### config.mk
export PLATFORM = sky130hd
export DESIGN_NAME = sm83_prefetch_unit
export DESIGN_NICKNAME = d
export VERILOG_FILES = /design/src/rtl/sm83_pkg.sv /design/src/rtl/sm83_byte_fifo.sv /design/src/rtl/sm83_prefetch_unit.sv
export SDC_FILE = /design/constraint.sdc
export NUM_CORES = 1
export LEC_CHECK = 0
export CAP_MARGIN = 20
export CORE_ASPECT_RATIO = 0.75
export CORE_MARGIN = 2
export CORE_UTILIZATION = 55
export CTS_CLUSTER_SIZE = 30
export DETAILED_ROUTE_END_ITERATION = 12
export PLACE_DENSITY = 0.84
export SLEW_MARGIN = 20
export SYNTH_ARGS = -nofsm -noshare
export SYNTH_HDL_FRONTEND = slang
export SYNTH_SLANG_ARGS = --single-unit
export TNS_END_PERCENT = 50
### constraint.sdc
create_clock -name CLOCK -period 5.3 [get_ports CLOCK]
set_input_delay 1.325 -clock CLOCK [delete_from_list [all_inputs] [get_ports CLOCK]]
set_output_delay 1.325 -clock CLOCK [all_outputs]
set_load 0.01 [all_outputs]
### src/rtl/sm83_pkg.sv
// rtl/sm83_pkg.sv - shared SM83 types and constants
package sm83_pkg;

    localparam int          SM83_PC_W        = 16;
    localparam logic [15:0] SM83_RESET_PC    = 16'h0000;
    localparam int          SM83_SRAM_RD_LAT = 1;

    typedef logic [7:0] sm83_opcode_t;

endpackage

### src/rtl/sm83_byte_fifo.sv
// rtl/sm83_byte_fifo.sv - tagged byte queue with flush for the prefetcher
module sm83_byte_fifo
    import sm83_pkg::*;
#(
    parameter int DEPTH = 4,
    parameter int TAG_W = SM83_PC_W
) (
    input  logic                     clock,
    input  logic                     resetn,
    input  logic                     flush,
    input  logic                     push,
    input  sm83_opcode_t             push_data,
    input  logic [TAG_W-1:0]         push_tag,
    input  logic                     pop,
    output logic [$clog2(DEPTH):0]   count,
    output logic                     head_valid,
    output sm83_opcode_t             head_data,
    output logic [TAG_W-1:0]         head_tag
);

    localparam int PTR_W = $clog2(DEPTH);
    localparam int CNT_W = PTR_W + 1;

    sm83_opcode_t     data_q [DEPTH];
    sm83_opcode_t     data_d [DEPTH];
    logic [TAG_W-1:0] tag_q  [DEPTH];
    logic [TAG_W-1:0] tag_d  [DEPTH];
    logic [PTR_W-1:0] wr_ptr_q, wr_ptr_d;
    logic [PTR_W-1:0] rd_ptr_q, rd_ptr_d;
    logic [CNT_W-1:0] count_q, count_d;
    logic             do_pop;

    // A pop against an empty queue is silently dropped.
    assign do_pop = pop && (count_q != '0);

    always_comb begin
        data_d   = data_q;
        tag_d    = tag_q;
        wr_ptr_d = wr_ptr_q;
        rd_ptr_d = rd_ptr_q;
        count_d  = count_q;
        if (flush) begin
            wr_ptr_d = '0;
            rd_ptr_d = '0;
            count_d  = '0;
        end else begin
            if (push) begin
                data_d[wr_ptr_q] = push_data;
                tag_d[wr_ptr_q]  = push_tag;
                wr_ptr_d         = wr_ptr_q + 1'b1;
            end
            if (do_pop) begin
                rd_ptr_d = rd_ptr_q + 1'b1;
            end
            count_d = count_q + CNT_W'(push) - CNT_W'(do_pop);
        end
    end

    always_ff @(posedge clock or negedge resetn) begin
        if (!resetn) begin
            for (int i = 0; i < DEPTH; i++) begin
                data_q[i] <= '0;
                tag_q[i]  <= '0;
            end
            wr_ptr_q <= '0;
            rd_ptr_q <= '0;
            count_q  <= '0;
        end else begin
            data_q   <= data_d;
            tag_q    <= tag_d;
            wr_ptr_q <= wr_ptr_d;
            rd_ptr_q <= rd_ptr_d;
            count_q  <= count_d;
        end
    end

    always_ff @(posedge clock) begin
        if (resetn) begin
            assert (32'(count_q) <= DEPTH);
        end
    end

    assign count      = count_q;
    assign head_valid = (count_q != '0);
    assign head_data  = data_q[rd_ptr_q];
    assign head_tag   = tag_q[rd_ptr_q];

endmodule

### src/rtl/sm83_prefetch_unit.sv
// rtl/sm83_prefetch_unit.sv - pipelined SM83 instruction-byte prefetcher
module sm83_prefetch_unit
    import sm83_pkg::*;
#(
    parameter int              ADDR_W   = 13,
    parameter int              PC_W     = SM83_PC_W,
    parameter int              DEPTH    = 4,
    parameter logic [PC_W-1:0] RESET_PC = PC_W'(SM83_RESET_PC)
) (
    input  logic              CLOCK,
    input  logic              RESET,
    output logic [ADDR_W-1:0] SRAM_ADDRESS,
    output logic              SRAM_RD,
    input  logic [7:0]        SRAM_Q,
    input  logic              BUS_GRANT,
    input  logic              REDIRECT_VALID,
    input  logic [PC_W-1:0]   REDIRECT_PC,
    output logic              OP_VALID,
    output logic [7:0]        OP_BYTE,
    output logic [PC_W-1:0]   OP_PC,
    input  logic              OP_READY,
    output logic [PC_W-1:0]   FETCH_PC,
    output logic [7:0]        DEBUG_LAST_OPCODE
);

    localparam int CNT_W = $clog2(DEPTH) + 1;

    logic [PC_W-1:0]  fetch_pc_q, fetch_pc_d;
    logic             inflight_q, inflight_d;
    logic [PC_W-1:0]  inflight_pc_q, inflight_pc_d;
    sm83_opcode_t     last_op_q, last_op_d;

    logic [CNT_W-1:0] fifo_count;
    logic             head_valid;
    sm83_opcode_t     head_data;
    logic [PC_W-1:0]  head_tag;
    logic             credit_ok;
    logic             pop_fire;
    logic             push;

    // Conservative credit: a same-cycle pop is not counted, so the slot for
    // every in-flight byte is reserved before its read is issued.
    assign credit_ok = ({1'b0, fifo_count} + (CNT_W + 1)'(inflight_q)) < (CNT_W + 1)'(DEPTH);
    assign SRAM_RD   = RESET && BUS_GRANT && !REDIRECT_VALID && credit_ok;
    assign pop_fire  = head_valid && OP_READY;
    assign push      = inflight_q && !REDIRECT_VALID;

    always_comb begin
        fetch_pc_d    = fetch_pc_q;
        inflight_d    = inflight_q;
        inflight_pc_d = inflight_pc_q;
        last_op_d     = last_op_q;
        if (pop_fire) begin
            last_op_d = head_data;
        end
        if (REDIRECT_VALID) begin
            fetch_pc_d = REDIRECT_PC;
            inflight_d = 1'b0;
        end else if (SRAM_RD) begin
            inflight_d    = 1'b1;
            inflight_pc_d = fetch_pc_q;
            fetch_pc_d    = fetch_pc_q + 1'b1;
        end else begin
            inflight_d = 1'b0;
        end
    end

    always_ff @(posedge CLOCK or negedge RESET) begin
        if (!RESET) begin
            fetch_pc_q    <= RESET_PC;
            inflight_q    <= 1'b0;
            inflight_pc_q <= '0;
            last_op_q     <= '0;
        end else begin
            fetch_pc_q    <= fetch_pc_d;
            inflight_q    <= inflight_d;
            inflight_pc_q <= inflight_pc_d;
            last_op_q     <= last_op_d;
        end
    end

    sm83_byte_fifo #(
        .DEPTH (DEPTH),
        .TAG_W (PC_W)
    ) u_fifo (
        .clock      (CLOCK),
        .resetn     (RESET),
        .flush      (REDIRECT_VALID),
        .push       (push),
        .push_data  (SRAM_Q),
        .push_tag   (inflight_pc_q),
        .pop        (pop_fire),
        .count      (fifo_count),
        .head_valid (head_valid),
        .head_data  (head_data),
        .head_tag   (head_tag)
    );

    assign SRAM_ADDRESS      = fetch_pc_q[ADDR_W-1:0];
    assign FETCH_PC          = fetch_pc_q;
    assign OP_VALID          = head_valid;
    assign OP_BYTE           = head_data;
    assign OP_PC             = head_tag;
    assign DEBUG_LAST_OPCODE = last_op_q;

endmodule
==> metrics.sh <==
OUTCOME='finished clean'
TIMING.SLEW.HEADROOM_PCT=36.8
DESIGN.FINAL.NETS=573
SETUP_REPAIR_AFTER_GLOBAL_ROUTING_MISSED_ITS_MARGIN='false'
NUMCLOCKSINKS=144
PLACEMENTROWS=34
POSTCTSRESIZEDCELLS=0
CLOCKROOTBUFFER='clkbuf_16'
SWITCHING_SHARE_PCT=28.1
STARTING_UTILIZATION_OF_THE_CORE_AREA_PCT=56.4
NETLIST.AREA_LEADER.SHARE_PCT=55.2
CRIT_PATH_MAX_FANOUT=18
SYNTH_AREA_LEADER_CELL='dfrtp_1'
WORST_SLEW_PIN_SLEW_NS=0.949
GRT_PASS1_VIAS=4403
NUM_IO_PINS=92
POWER.INTERNAL_mW=2.91
CTS_TREE='done'
YOSYSMOSTFREQUENTCELL='dfrtp_1'
DRV.MAX_CAP_VIOLATION_COUNT=0
CLK_LATENCY_WORST_SKEW_PAIR_NS=0.42
LAYOUT_SETUP_WS_NS=0.842
CORE_SQ_UM=11600
PLACE.DETAILED.INSTANCES=678
INSERTED_CLOCK_BUFFERS=17
PEAKVDDDROP_mV=0.284
GRT_OVERFLOW_TOTAL=0
END_KIND='output port'
POSTCTSSETUPREPAIRBUFS=0
WORST_R2R_START='u_fifo.count[1]$_DFF_PN0_'
REPORT.FINAL.HOLD_VIOL_COUNT=0
SYNTHDISTINCTLIBCELLS=37
CTS_H_TREE_LVLS=4
DRT-INITIAL-DRC-COUNT=343
NUM_VIAS=4204
CELLLEAKAGEPOWER_nW=3.61
DRTANTENNAVIOLNETS=0
POWER_DENSITY_nW_PER_UM2=497
POST_DRT_VIA_CELL_RATIO=5.92
SEQ_POWER_SHARE_PCT=39.6
POST_ROUTE_CELLS_DRIVE_ABOVE_1_SHARE_PCT=33.9
SYN_NETS=492
CLOCK_POWER_SHARE_PCT=32.3
WIRE_LENGTH_OF_THE_FIRST_GLOBAL_ROUTING_PASS_UM=24200
TIMING.CRITICAL_PATH.REQUIRED_NS=3.97
DETAIL_ROUTE.WL_PER_CELL_UM=20.9
DETAIL_ROUTE.FIRST_PASS.ITERATIONS=4
DETAIL_ROUTE.DRC_VIOLATIONS=0
YOSYSWARNINGS=0
POST-ROUTE-UTIL_PCT=70.5
YS_SEQ_AREA_SHARE_PCT=55.2
PIN_COUNT_OF_THE_BIGGEST_NET_ENTERING_GLOBAL_ROUTING=81
PATH_CLASS='in -> out'
TIMING_MAX_TRANSITION_VIOLATIONS_FINAL=0
WORST_EP_ARRIVAL_TIME_NS=3.13
POST_SYNTH_MAIN_AREA_CONTRIBUTORS='dfrtp_1, mux2_2, mux4_2'
HOLD_PATH.CLASS='reg -> reg'
START_KIND='input pin'
YS_TOP_CELLS_BY_COUNT='dfrtp_1, mux2_2, mux4_2'
SW_PWR_mW=1.14
FINALPOWER_mW=4.05
SYNTH-EDFF-COUNT=0
FINAL_PERIOD_MINUS_WORST_SETUP_SLACK_NS=4.46
DIE_H_UM=98.3
DPL.HPWL_UM=9290
SETUP-VIOLATIONS-FINAL=0
FINAL_SETUP_SKEW_NS=0.00940
CTS_BUFFER_DEPTH=2
WIRELENGTH_UM=14800
NON_FILLER_INSTANCE_COUNT_AFTER_LAYOUT=710
ANTENNA_FOUND_INITIAL=0
YS_ASYNC_SR_FRACTION_PCT=100
YS_FF_LATCH=144
NETLIST_AREA_SQ_UM=6520
GP_ROUTABILITY_CONGESTION=0.842
FINALCRITPERIODSHARE_PCT=84.1
HOLD_START='u_fifo.data_q[14]$_DFFE_PN0P_'
CTS_HOLD_BUF=0
N_ANTENNA_CELL=0
POST_SYNTH_INST_COUNT=454
CHIPWIDTH_UM=130
PRECTSSETUPSLACK_NS=0.867
SYNTH_TOP_FLOP_CELL='dfrtp_1'
CLKSLEWWORSTSETUPHOLDPATHS_NS=0.06
P_COMB_SHARE_PCT=28.1
FLOORPLAN.DIE_AREA_SQ_UM=12800
FINAL.SETUP.TNS_NS=0
CP-STARTPOINT='BUS_GRANT'
GROUTE.USAGE.OVERALL_PCT=25.1
AREA_DELTA_SYNTH_FINAL_PCT=25.0
PORT_BUFFERS=91
SYN_AREA_PER_CELL_SQ_UM=14.4
FMAXACHIEVABLE_GHz=0.224
==> registers in the layout (all words and copies together) (netlist names) <==
register           cells
u_fifo.rd_ptr_q        2
u_fifo.wr_ptr_q        2
u_fifo.data_q         32
inflight_pc_q         16
inflight_q             1
u_fifo.count           3
DEBUG_LAST_OPCODE      8
u_fifo.tag_q          64
FETCH_PC              16
==> cell families (layout without fill, tap and decap cells) <==
| logic type | after synthesis | in the layout | synth area share (%) |
|---|---|---|---|
| AOI/OAI and AO/OA | 33 | 33 | 3.34 |
| and+or+nand+nor | 69 | 69 | 5.66 |
| buffers and inverters | 46 | 140 | 3.66 |
| DFF | 144 | 144 | 55.2 |
| muxes | 146 | 146 | 29.3 |
| adders and majority gates | 9 | 9 | 1.84 |
| xor gates and xnor gates | 7 | 7 | 0.940 |
==> through the flow <==
stage          hold WS (ns)  instance area, sq um
2_1_floorplan         0.474                  6520
3_3_place_gp          0.482                  7500
3_5_place_dp          0.488                  7500
4_1_cts               0.501                  8150
5_1_grt               0.509                  8150
6_report              0.500                  8150
==> final cells by class <==
cell class	count	area (sq um)
Sequential cell	144	3600
Fill cell	745	3420
Multi-Input combinational cell	264	2680
Timing Repair Buffer	100	983
Clock buffer	18	439
Clock inverter	14	214
Tap cell	162	203
Inverter	8	30.0
==> worst max-delay path, cell delays in order <==
cell and delay, ns:
clkdlybuf4s50_1 0.50, nand2_1 0.06, a211o_1 0.51, nor2_4 0.18
clkdlybuf4s50_1 0.56
==> layout by cell type, fill, tap and decap left out, drive strengths merged <==
cell type	n
or3	5
buf	10
o21ai	9
mux4	24
fa	1
inv	8
clkinvlp	3
xnor2	5
a211o	2
and4	3
dfrtp	144
o31ai	6
nand3	5
clkbuf	18
mux2	120
o211ai	1
nand2	15
or4	7
a211oi	1
nand4b	2
o31a	1
nor2b	2
a2111oi	1
xor2	2
and3	4
and2	1
a31o	1
ha	8
bufinv	5
mux2i	2
clkdlybuf4s50	90
clkinv	6
nand4	6
nor2	19
a31oi	11
==> metal layers <==
| metal | GRT usage (%) | up-vias | share of wire, % |
|---|---|---|---|
| li1 | - | 1834 | - |
| met1 | 36.4 | 2206 | 44 |
| met2 | 38.7 | 148 | 49 |
| met3 | 5.64 | 16 | 5.5 |
| met4 | 7.20 | 0 | 1.2 |
| met5 | 0 | - | 0 |
==> power groups by stage <==
stage          clock network (mW)  registers [mW]  logic, mW
2_1_floorplan                   0            1.50      0.689
4_1_cts                      1.33            1.60       1.15
3_3_place_gp                    0            1.59       1.11
3_5_place_dp                    0            1.61       1.13
6_report                     1.31            1.60       1.14
5_1_grt                      1.37            1.64       1.21
==> final timing paths <==
check	slack (ns)	cells past startpoint	end
worst max-delay path	0.84	5	SRAM_RD
worst min-delay path	0.50	1	u_fifo.data_q[14]$_DFFE_PN0P_
worst max register to register	2.94	6	inflight_pc_q[15]$_DFFE_PN0P_
worst min register to register	0.50	1	u_fifo.data_q[14]$_DFFE_PN0P_
max in group asynchronous	2.95	3	DEBUG_LAST_OPCODE[3]$_DFFE_PN0P_
min in group asynchronous	1.14	2	inflight_pc_q[11]$_DFFE_PN0P_
Power figures use the tool's default switching activity.
